==> src/rtl/timer_ctrl_if.sv <==
// -----------------------------------------------------------------------------
// timer_ctrl_if
// Bundle between the button debouncers / display multiplexer and the
// time-of-day controller.
//   btn_mode, btn_inc, btn_clr : single-cycle debounced button pulses
//   scan_clken                 : one-cycle enable for the display multiplexer
//   mode                       : 0=RUN, 1=SET_HR, 2=SET_MIN, 3=SET_SEC
//   sec0..hr1                  : active-low segment patterns {dp,g,f,e,d,c,b,a}
// Modports:
//   master : the side that issues button pulses and consumes the display signals
//   slave  : the controller itself
// -----------------------------------------------------------------------------
interface timer_ctrl_if;
   logic       btn_mode;
   logic       btn_inc;
   logic       btn_clr;
   logic       scan_clken;
   logic [1:0] mode;
   logic [7:0] sec0;
   logic [7:0] sec1;
   logic [7:0] min0;
   logic [7:0] min1;
   logic [7:0] hr0;
   logic [7:0] hr1;

   modport master (
      output btn_mode, btn_inc, btn_clr,
      input  scan_clken, mode, sec0, sec1, min0, min1, hr0, hr1
   );

   modport slave (
      input  btn_mode, btn_inc, btn_clr,
      output scan_clken, mode, sec0, sec1, min0, min1, hr0, hr1
   );
endinterface

==> src/rtl/timer_ctrl.sv <==
// -----------------------------------------------------------------------------
// timer_ctrl
// 24-hour HH:MM:SS time-of-day keeper in BCD with a button-driven set mode,
// producing six active-low 7-segment digit patterns and the scan enable pulse
// for the display multiplexer.
// Ports:
//   clk   : system clock
//   rstn  : asynchronous active-low reset
//   bus   : timer_ctrl_if.slave (button pulses in; scan_clken, mode, digits out)
// Parameters:
//   SEC_DIV   : clk cycles per 1 s tick
//   SCAN_DIV  : clk cycles per scan_clken pulse
//   BLINK_DIV : clk cycles per blink-phase toggle
// -----------------------------------------------------------------------------
module timer_ctrl #(
   parameter int SEC_DIV   = 100_000_000,
   parameter int SCAN_DIV  = 100_000,
   parameter int BLINK_DIV = 25_000_000
) (
   input  logic        clk,
   input  logic        rstn,
   timer_ctrl_if.slave bus
);

   localparam int SEC_W   = $clog2(SEC_DIV);
   localparam int SCAN_W  = $clog2(SCAN_DIV);
   localparam int BLINK_W = $clog2(BLINK_DIV);

   localparam logic [SEC_W-1:0]   SEC_MAX   = SEC_W'(SEC_DIV - 1);
   localparam logic [SCAN_W-1:0]  SCAN_MAX  = SCAN_W'(SCAN_DIV - 1);
   localparam logic [BLINK_W-1:0] BLINK_MAX = BLINK_W'(BLINK_DIV - 1);

   typedef enum logic [1:0] {
      RUN     = 2'd0,
      SET_HR  = 2'd1,
      SET_MIN = 2'd2,
      SET_SEC = 2'd3
   } state_t;

   state_t              state_reg;
   logic [SEC_W-1:0]    sec_cnt_reg, sec_cnt_next;
   logic [SCAN_W-1:0]   scan_cnt_reg, scan_cnt_next;
   logic                scan_clken_reg;
   logic [BLINK_W-1:0]  blink_cnt_reg;
   logic                blink_hidden_reg;
   // Digit order: 0=sec units, 1=sec tens, 2=min units, 3=min tens, 4=hr units, 5=hr tens.
   logic [5:0][3:0]     digit_reg, digit_next;

   logic                clr_acc;
   logic                mode_acc;
   logic                inc_acc;
   logic                tick;
   logic [1:0]          edit_field;
   logic [7:0]          seg [6];

   // Button priority: clr > mode > inc. Increment only has an effect while editing.
   assign clr_acc  = bus.btn_clr;
   assign mode_acc = bus.btn_mode & ~bus.btn_clr;
   assign inc_acc  = bus.btn_inc & ~bus.btn_clr & ~bus.btn_mode & (state_reg != RUN);

   // A button acting in RUN (clr or mode) swallows the tick of that cycle.
   assign tick = (state_reg == RUN) && (sec_cnt_reg == SEC_MAX) && !bus.btn_clr && !bus.btn_mode;

   // BCD +1 for a 00..59 field, wrapping to 00.
   function automatic logic [7:0] inc_bcd59(input logic [7:0] v);
      logic [7:0] r;
      if (v[3:0] != 4'd9)
         r = {v[7:4], v[3:0] + 4'd1};
      else if (v[7:4] != 4'd5)
         r = {v[7:4] + 4'd1, 4'd0};
      else
         r = 8'h00;
      return r;
   endfunction

   // BCD +1 for the 00..23 hour field, wrapping to 00.
   function automatic logic [7:0] inc_bcd23(input logic [7:0] v);
      logic [7:0] r;
      if (v == 8'h23)
         r = 8'h00;
      else if (v[3:0] != 4'd9)
         r = {v[7:4], v[3:0] + 4'd1};
      else
         r = {v[7:4] + 4'd1, 4'd0};
      return r;
   endfunction

   function automatic logic [7:0] seg_decode(input logic [3:0] d);
      logic [7:0] s;
      case (d)
         4'd0:    s = 8'hC0;
         4'd1:    s = 8'hF9;
         4'd2:    s = 8'hA4;
         4'd3:    s = 8'hB0;
         4'd4:    s = 8'h99;
         4'd5:    s = 8'h92;
         4'd6:    s = 8'h82;
         4'd7:    s = 8'hF8;
         4'd8:    s = 8'h80;
         4'd9:    s = 8'h90;
         default: s = 8'hFF;
      endcase
      return s;
   endfunction

   // ---------------------------------------------------------------- FSM
   always_ff @(posedge clk or negedge rstn) begin
      if (!rstn) begin
         state_reg <= RUN;
      end else if (mode_acc) begin
         case (state_reg)
            RUN:     state_reg <= SET_HR;
            SET_HR:  state_reg <= SET_MIN;
            SET_MIN: state_reg <= SET_SEC;
            default: state_reg <= RUN;
         endcase
      end
   end

   // ---------------------------------------------------------------- scan prescaler
   always_comb begin
      scan_cnt_next = (scan_cnt_reg == SCAN_MAX) ? '0 : scan_cnt_reg + 1'b1;
   end

   // Registered so the pulse lines up with the counter sitting at its last value.
   always_ff @(posedge clk or negedge rstn) begin
      if (!rstn) begin
         scan_cnt_reg   <= '0;
         scan_clken_reg <= 1'b0;
      end else begin
         scan_cnt_reg   <= scan_cnt_next;
         scan_clken_reg <= (scan_cnt_next == SCAN_MAX);
      end
   end

   // ---------------------------------------------------------------- second prescaler
   always_comb begin
      if (clr_acc || state_reg != RUN)
         sec_cnt_next = '0;
      else if (mode_acc)
         sec_cnt_next = sec_cnt_reg;          // held, not skipped
      else if (sec_cnt_reg == SEC_MAX)
         sec_cnt_next = '0;
      else
         sec_cnt_next = sec_cnt_reg + 1'b1;
   end

   always_ff @(posedge clk or negedge rstn) begin
      if (!rstn)
         sec_cnt_reg <= '0;
      else
         sec_cnt_reg <= sec_cnt_next;
   end

   // ---------------------------------------------------------------- time of day
   always_comb begin
      digit_next = digit_reg;
      if (clr_acc) begin
         digit_next = '0;
      end else if (tick) begin
         digit_next[1:0] = inc_bcd59(digit_reg[1:0]);
         if (digit_reg[1:0] == 8'h59) begin
            digit_next[3:2] = inc_bcd59(digit_reg[3:2]);
            if (digit_reg[3:2] == 8'h59)
               digit_next[5:4] = inc_bcd23(digit_reg[5:4]);
         end
      end else if (inc_acc) begin
         // Editing never carries into neighbouring fields.
         case (state_reg)
            SET_HR:  digit_next[5:4] = inc_bcd23(digit_reg[5:4]);
            SET_MIN: digit_next[3:2] = inc_bcd59(digit_reg[3:2]);
            SET_SEC: digit_next[1:0] = inc_bcd59(digit_reg[1:0]);
            default: ;
         endcase
      end
   end

   always_ff @(posedge clk or negedge rstn) begin
      if (!rstn)
         digit_reg <= '0;
      else
         digit_reg <= digit_next;
   end

   // ---------------------------------------------------------------- blink phase
   // Restarting on every accepted edit keeps the field visible right after a press.
   always_ff @(posedge clk or negedge rstn) begin
      if (!rstn) begin
         blink_cnt_reg    <= '0;
         blink_hidden_reg <= 1'b0;
      end else if (mode_acc || inc_acc) begin
         blink_cnt_reg    <= '0;
         blink_hidden_reg <= 1'b0;
      end else if (blink_cnt_reg == BLINK_MAX) begin
         blink_cnt_reg    <= '0;
         blink_hidden_reg <= ~blink_hidden_reg;
      end else begin
         blink_cnt_reg    <= blink_cnt_reg + 1'b1;
      end
   end

   // ---------------------------------------------------------------- digit outputs
   // Field being edited: 0=sec, 1=min, 2=hr; 3 matches no digit, so RUN never blanks.
   always_comb begin
      case (state_reg)
         SET_HR:  edit_field = 2'd2;
         SET_MIN: edit_field = 2'd1;
         SET_SEC: edit_field = 2'd0;
         default: edit_field = 2'd3;
      endcase
   end

   genvar gi;
   generate
      for (gi = 0; gi < 6; gi++) begin : g_digit
         localparam logic [1:0] FIELD = 2'(gi / 2);
         assign seg[gi] = (blink_hidden_reg && edit_field == FIELD) ? 8'hFF
                                                                    : seg_decode(digit_reg[gi]);
      end
   endgenerate

   assign bus.sec0       = seg[0];
   assign bus.sec1       = seg[1];
   assign bus.min0       = seg[2];
   assign bus.min1       = seg[3];
   assign bus.hr0        = seg[4];
   assign bus.hr1        = seg[5];
   assign bus.mode       = state_reg;
   assign bus.scan_clken = scan_clken_reg;

endmodule
==> src/flat_wrapper.sv <==
// flat-port wrapper written by rule: the top's interface ports become plain ports
module timer_ctrl_flat 
#(
   parameter int SEC_DIV   = 100_000_000,
   parameter int SCAN_DIV  = 100_000,
   parameter int BLINK_DIV = 25_000_000
)
  (clk, rstn, bus_btn_mode, bus_btn_inc, bus_btn_clr, bus_scan_clken, bus_mode, bus_sec0, bus_sec1, bus_min0, bus_min1, bus_hr0, bus_hr1);
  timer_ctrl_if bus_i ();
  input  logic clk;
  input  logic rstn;
  input wire logic [$bits(bus_i.btn_mode)-1:0] bus_btn_mode;
  input wire logic [$bits(bus_i.btn_inc)-1:0] bus_btn_inc;
  input wire logic [$bits(bus_i.btn_clr)-1:0] bus_btn_clr;
  output wire logic [$bits(bus_i.scan_clken)-1:0] bus_scan_clken;
  output wire logic [$bits(bus_i.mode)-1:0] bus_mode;
  output wire logic [$bits(bus_i.sec0)-1:0] bus_sec0;
  output wire logic [$bits(bus_i.sec1)-1:0] bus_sec1;
  output wire logic [$bits(bus_i.min0)-1:0] bus_min0;
  output wire logic [$bits(bus_i.min1)-1:0] bus_min1;
  output wire logic [$bits(bus_i.hr0)-1:0] bus_hr0;
  output wire logic [$bits(bus_i.hr1)-1:0] bus_hr1;
  assign bus_i.btn_mode = bus_btn_mode;
  assign bus_i.btn_inc = bus_btn_inc;
  assign bus_i.btn_clr = bus_btn_clr;
  assign bus_scan_clken = bus_i.scan_clken;
  assign bus_mode = bus_i.mode;
  assign bus_sec0 = bus_i.sec0;
  assign bus_sec1 = bus_i.sec1;
  assign bus_min0 = bus_i.min0;
  assign bus_min1 = bus_i.min1;
  assign bus_hr0 = bus_i.hr0;
  assign bus_hr1 = bus_i.hr1;
  timer_ctrl #(.SEC_DIV(SEC_DIV), .SCAN_DIV(SCAN_DIV), .BLINK_DIV(BLINK_DIV)) u_core (.clk(clk), .rstn(rstn), .bus(bus_i));
endmodule
==> config.mk <==
export PLATFORM = sky130hd
export DESIGN_NAME = timer_ctrl_flat
export DESIGN_NICKNAME = d
export VERILOG_FILES = /design/src/rtl/timer_ctrl_if.sv /design/src/rtl/timer_ctrl.sv /design/src/flat_wrapper.sv
export SDC_FILE = /design/constraint.sdc
export NUM_CORES = 1
export LEC_CHECK = 0
export BUFFER_PORTS_ARGS = -buffer_cell sky130_fd_sc_hd__buf_2
export CAP_MARGIN = 40
export CORE_MARGIN = 5
export CORE_UTILIZATION = 55
export DETAILED_ROUTE_END_ITERATION = 8
export PLACE_DENSITY = 0.84
export SLEW_MARGIN = 20
export SYNTH_ARGS = -nofsm -noshare
export SYNTH_HDL_FRONTEND = slang
export SYNTH_SLANG_ARGS = --single-unit
==> constraint.sdc <==
create_clock -name clk -period 2.64 [get_ports clk]
set_clock_uncertainty 0.15 [all_clocks]
set_input_delay 0.264 -clock clk [delete_from_list [all_inputs] [get_ports clk]]
set_output_delay 0.264 -clock clk [all_outputs]
set_load 0.05 [all_outputs]
=== Yosys cells after proc, flatten, opt, wreduce, memory -nomap -nowiden ===
Memories as Yosys holds them, arrays and structs flattened.
Cells that the tools add are included.

* Reduce and logical (&&, ||, !) cells: 21
* Add/sub/neg operators: 9
* Equality and inequality tests: 20
* Mux-type cells: 30
* Bitwise operators: 7

{| class="wikitable"
|+ Operator list
! cell !! count
|-
| $mux 8 || 16
|-
| $mux 27 || 3
|-
| $mux 24 || 3
|-
| $mux 25 || 2
|-
| $eq 17x17->1 const B || 2
|-
| $add 27x1->27 const B || 1
|-
| $eq 27x27->1 const B || 1
|-
| $add 25x1->25 const B || 1
|-
| $eq 25x25->1 const B || 1
|-
| $add 4x1->4 const B || 6
|-
| $add 17x1->17 const B || 1
|-
| $mux 17 || 1
|-
| $eq 8x7->1 const B || 2
|-
| $mux 16 || 1
|-
| $ne 4x4->1 const B || 3
|-
| $pmux 2 s3 || 2
|-
| $reduce_bool 3->1 || 4
|-
| $eq 8x6->1 const B || 1
|-
| $ne 4x3->1 const B || 2
|-
| $eq 2x2->1 const B || 3
|-
| $logic_and 1x1->1 || 6
|-
| $ne 3x3->1 const B || 2
|-
| $and 1x1->1 || 4
|-
| $eq 2x1->1 const B || 2
|-
| other kinds (10) || 17
|}

* Memories: 6
* Register bits after elaboration: 97
* Memory bits (read-only): 672

{| class="wikitable"
|+ Memories
! memory !! words !! width !! read ports !! clocked after memory_dff !! write ports !! RTL line !! RTL
|-
| (name not given) || 16 || 7 || 1 || 0 || 0 || timer_ctrl.sv:90 || <nowiki>case (d)</nowiki>
|-
| (name not given) || 16 || 7 || 1 || 0 || 0 || timer_ctrl.sv:90 ||
|-
| (name not given) || 16 || 7 || 1 || 0 || 0 || timer_ctrl.sv:90 ||
|-
| (name not given) || 16 || 7 || 1 || 0 || 0 || timer_ctrl.sv:90 ||
|-
| (name not given) || 16 || 7 || 1 || 0 || 0 || timer_ctrl.sv:90 ||
|-
| (name not given) || 16 || 7 || 1 || 0 || 0 || timer_ctrl.sv:90 ||
|}

=== Longest topological paths before layout ===
* Word-level depth: 7
* Depth in mapped cells: 10

=== Least setup slack after synthesis ===
OpenSTA, ideal clock, no wires.

* Path type: reg2reg
* Start: register u_core.state_reg[0] (netlist: u_core.bus.mode[0])
* End: register u_core.sec_cnt_reg[19]
* Stages on the path, launching flop included: 10
* Path slack: -0.229 ns
* Buffers on the path: 1
* Arrival: 2.587 ns
* Cell sequence: dfrtp_1 inv_1 ha_1 clkbuf_1 and3b_1 nor4_1 nand2_1 nor4_1 xnor2_1 nor2_1

* Longest elaborated chain between the ends: 3
* Elaborated cells on any way between the ends: 4
* Classes of those cells: eq/ne (1); mux (1); reduce/logical (2)

{| class="wikitable"
|+ Ends and longest elaborated chain
! what !! RTL line !! RTL
|-
| start, declared || timer_ctrl.sv:40 || <nowiki>state_t state_reg;</nowiki>
|-
| start signal, assigned || timer_ctrl.sv:109 || <nowiki>state_reg <= RUN;</nowiki>
|-
| start signal, assigned || timer_ctrl.sv:112 || <nowiki>RUN: state_reg <= SET_HR;</nowiki>
|-
| start signal, assigned || timer_ctrl.sv:113 || <nowiki>SET_HR: state_reg <= SET_MIN;</nowiki>
|-
| $reduce_bool 2->1 (*) || timer_ctrl.sv:138 || <nowiki>if (clr_acc || state_reg != RUN)</nowiki>
|-
| $logic_or 1x1->1 (*) || timer_ctrl.sv:138 ||
|-
| $ne 2x2->1 (no line) / $mux 27 (equally long branches) || n/a ||
|-
| end signal, assigned || timer_ctrl.sv:152 || <nowiki>sec_cnt_reg <= sec_cnt_next;</nowiki>
|-
| end, declared || timer_ctrl.sv:41 || <nowiki>logic [SEC_W-1:0] sec_cnt_reg, sec_cnt_next;</nowiki>
|}

Mark *: on every way between the ends. The rest lies on a longest branch, timed or not.
A chain may end at the register's enable or synchronous reset.

=== Worst setup path after layout ===
* Start: register u_core.sec_cnt_reg[1]
* End: register u_core.digit_reg[22] (netlist bit)

* Longest elaborated chain between the ends: 6
* Elaborated cells on any way between the ends: 11
* Classes of those cells: eq/ne (3); mux (2); reduce/logical (6)

{| class="wikitable"
|+ Ends and longest elaborated chain
! what !! RTL line !! RTL
|-
| $eq 27x27->1 (*) || timer_ctrl.sv:62 || <nowiki>assign tick = (state_reg == RUN) && (sec_cnt_reg == SEC_MAX) && !bus.btn_clr && !bus.btn_mode;</nowiki>
|-
| $logic_and 1x1->1 (*) (3 in a row) || timer_ctrl.sv:62 ||
|-
| $ne 3x3->1 (no line) (tied with other cells) || n/a ||
|-
| $reduce_and 4->1 (no line) / $mux 24 (equally long branches) || n/a ||
|-
| end signal, assigned || timer_ctrl.sv:182 || <nowiki>digit_reg <= digit_next;</nowiki>
|-
| end, declared || timer_ctrl.sv:47 || <nowiki>logic [5:0][3:0] digit_reg, digit_next;</nowiki>
|}

Marks and branches as above.

==> flow_metrics.tcl <==
set metrics [dict create \
    worst_r2r_path_depth 7 \
    synth_top_cell_by_area "dfrtp_1" \
    h-tree-depth 3 \
    grt_pass1_wl_um 24100 \
    end_kind "flop" \
    cts_buffers 9 \
    dieArea_um2 13900 \
    overflow 0 \
    clkTransAtPathRegs_ns 0.07 \
    grt_pass1_vias 5349 \
    fp.dieH_um 118 \
    grtUsageTotal 0.199 \
    synth_edf_count 0 \
    layout_common_cells "dfrtp_1, nor2_1, nand2_1" \
    fin_crit_sh 0.959 \
    dr.pass1.iters 5 \
    leakage_uw 0.00328 \
    cts_tree "built" \
    synth_area_leaders "dfrtp_1, ha_1, nor2_1" \
    drive_gt1_frac 0.169 \
    startpoint "u_core.sec_cnt_reg[1]" \
    hpwl_um 10100 \
    via_per_inst 5.69 \
    p_per_area_nw_per_um2 568 \
    ys_warn_count 0 \
    nNetsFinal 882 \
    clockBufferDepth 2 \
    drt_wl_total_um 14300 \
    syn_area_per_cell_um2 8.48 \
    remaining_drc_errors 0 \
    hp-class "input port to flop" \
    synth_seq_area_share 0.379 \
    relSlewSlack 0.521 \
    ys_seq_elements 97 \
    r2r_slack_ns 0.11 \
    wl_met2_um 6950 \
    diodes 0 \
    max_freq_mhz 395 \
    setup_viol 0 \
    clockRootBuffer "clkbuf_16" \
    routed-wl-met3_um 519 \
    drt_iter0_drc 404 \
    ios 56 \
    ant_nets 0 \
    die_w_um 118 \
    largest_reg_flops 27 \
    outcome "finished clean" \
    fin_tns_setup_ns 0 \
    critPathMaxFanout 5 \
    floorplan.initialDensity 0.561 \
    setup_slack_ns 0.107 \
    core_um2 11400 \
    syn-cell-area_um2 6410 \
    regToRegStartpoint "u_core.sec_cnt_reg[1]" \
    worstSetupPathType "flop to flop" \
    wl_per_cell_um 14.5 \
    hold_violations 0 \
    final_common_cell "dfrtp_1" \
    irDropWorstVdd_v 0.000492 \
    grt_max_degree 41 \
    fin_crit_ns 2.53 \
    drv_cap 0 \
    place_ws_ns 0.0560 \
    cp-start-kind "flop" \
    ys_types 65 \
    final_max_slew_viol_count 0 \
    syn_inst 755 \
    rows 39 \
    numClockSinks 97 \
    min_path_cells 2 \
    gp_congestion 0.877 \
    wl_met1_um 6550 \
    total_power_uw 4210 \
    hold_start "bus_btn_clr" \
    cp.arrival_ns 2.61 \
    vias 5601 \
    io_buffers 49 \
    synthArstFlopShare 1.00 \
    highest_layer "met4" \
    yosys.area.top_type_share 0.379 \
    required_ns 2.72 \
    worst_pin_slew_ns 0.714 \
    area_growth_pct 15.7 \
    antenna_found_initial 0 \
    synth_ff_type "dfrtp_1" \
    clock_latency_ns 0.34 \
]
[power by group]
group	leakage, uW	switching (uW)	internal, uW	total [uW]
Clock	0.000137	591	648	1240
Sequential	0.00132	84.0	1560	1640
Combinational	0.00182	962	367	1330
Total	0.00328	1640	2570	4210
[worst max-delay path: stages, from the launching register on]
cell and delay (ns):
dfrtp_1 0.39, ha_2 0.22, and3b_2 0.22, nand4_1 0.16
or4_4 0.60, a21oi_4 0.22, nand2b_2 0.11, a221o_1 0.35
[layer usage]
layer,vias up,track usage
li1,2799,-
met4,0,0.0566
met5,-,0
met2,128,0.339
met1,2645,0.260
met3,29,0.0365
[kinds of logic (layout without fill, tap and decap cells)]
| kind of cell | after synthesis | count (layout) | synth area share |
|---|---|---|---|
| AO/OA/AOI/OAI | 138 | 138 | 0.130 |
| XOR/XNOR | 56 | 56 | 0.0766 |
| adder cells (fa/ha/maj) | 40 | 40 | 0.0781 |
| buffers and inverters | 72 | 154 | 0.0471 |
| flip-flops | 97 | 97 | 0.379 |
| multiplexers | 8 | 8 | 0.0129 |
| other | 1 | 6 | 0.000585 |
| AND/OR/NAND/NOR | 343 | 343 | 0.276 |
[cell type report]
type                       count  area [um2]
clock buffer                   9         225
clock inverter                 7        52.6
fill                         902        4010
inverter                      33         124
multi-input combinational    591        3730
sequential                    97        2430
tap                          143         179
timing repair buffer         105         671
[through the flow]
stage | hold slack (ns) | utilization | area (um2) | instances
2_1_floorplan | -0.182 | - | 6430 | 760
3_3_place_gp | 0.107 | 0.619 | 7060 | 963
3_5_place_dp | 0.110 | 0.619 | 7060 | 963
4_1_cts | 0.0995 | 0.644 | 7350 | 980
5_1_grt | 0.121 | 0.649 | 7410 | 985
6_report | 0.113 | 0.649 | 7410 | 985
[final timing paths]
kind / to
max: u_core.digit_reg[22]
min reg2reg: u_core.scan_cnt_reg[0]
min: u_core.digit_reg[6]
min in group asynchronous: u_core.scan_cnt_reg[3]
max reg2reg: u_core.digit_reg[22]
max in group asynchronous: u_core.bus.mode[0]
[synth_stat cells, types with 7 or more instances]
cell type   n
inv_1      33
and3_1     12
o21ai_0    62
xnor2_1    29
nand4_1    18
ha_1       40
nor3_1     19
nand3_1    41
nor4b_1     7
o31ai_1     8
clkbuf_1   30
nor2b_1    18
nor2_1     90
nand2_1    73
nand3b_1    7
o211ai_1    7
dfrtp_1    97
xor2_1     27
nor4_1     10
a21oi_1    32
[timing repair]
item                       CTS  global route
hold endpoints to repair    37             0
setup endpoints to repair    3            17
resized for setup            0             6
pin swaps                    1             1
buffers inserted             0             5
hold buffers                 1             0
Note: power is estimated with default switching activity, not from simulation.
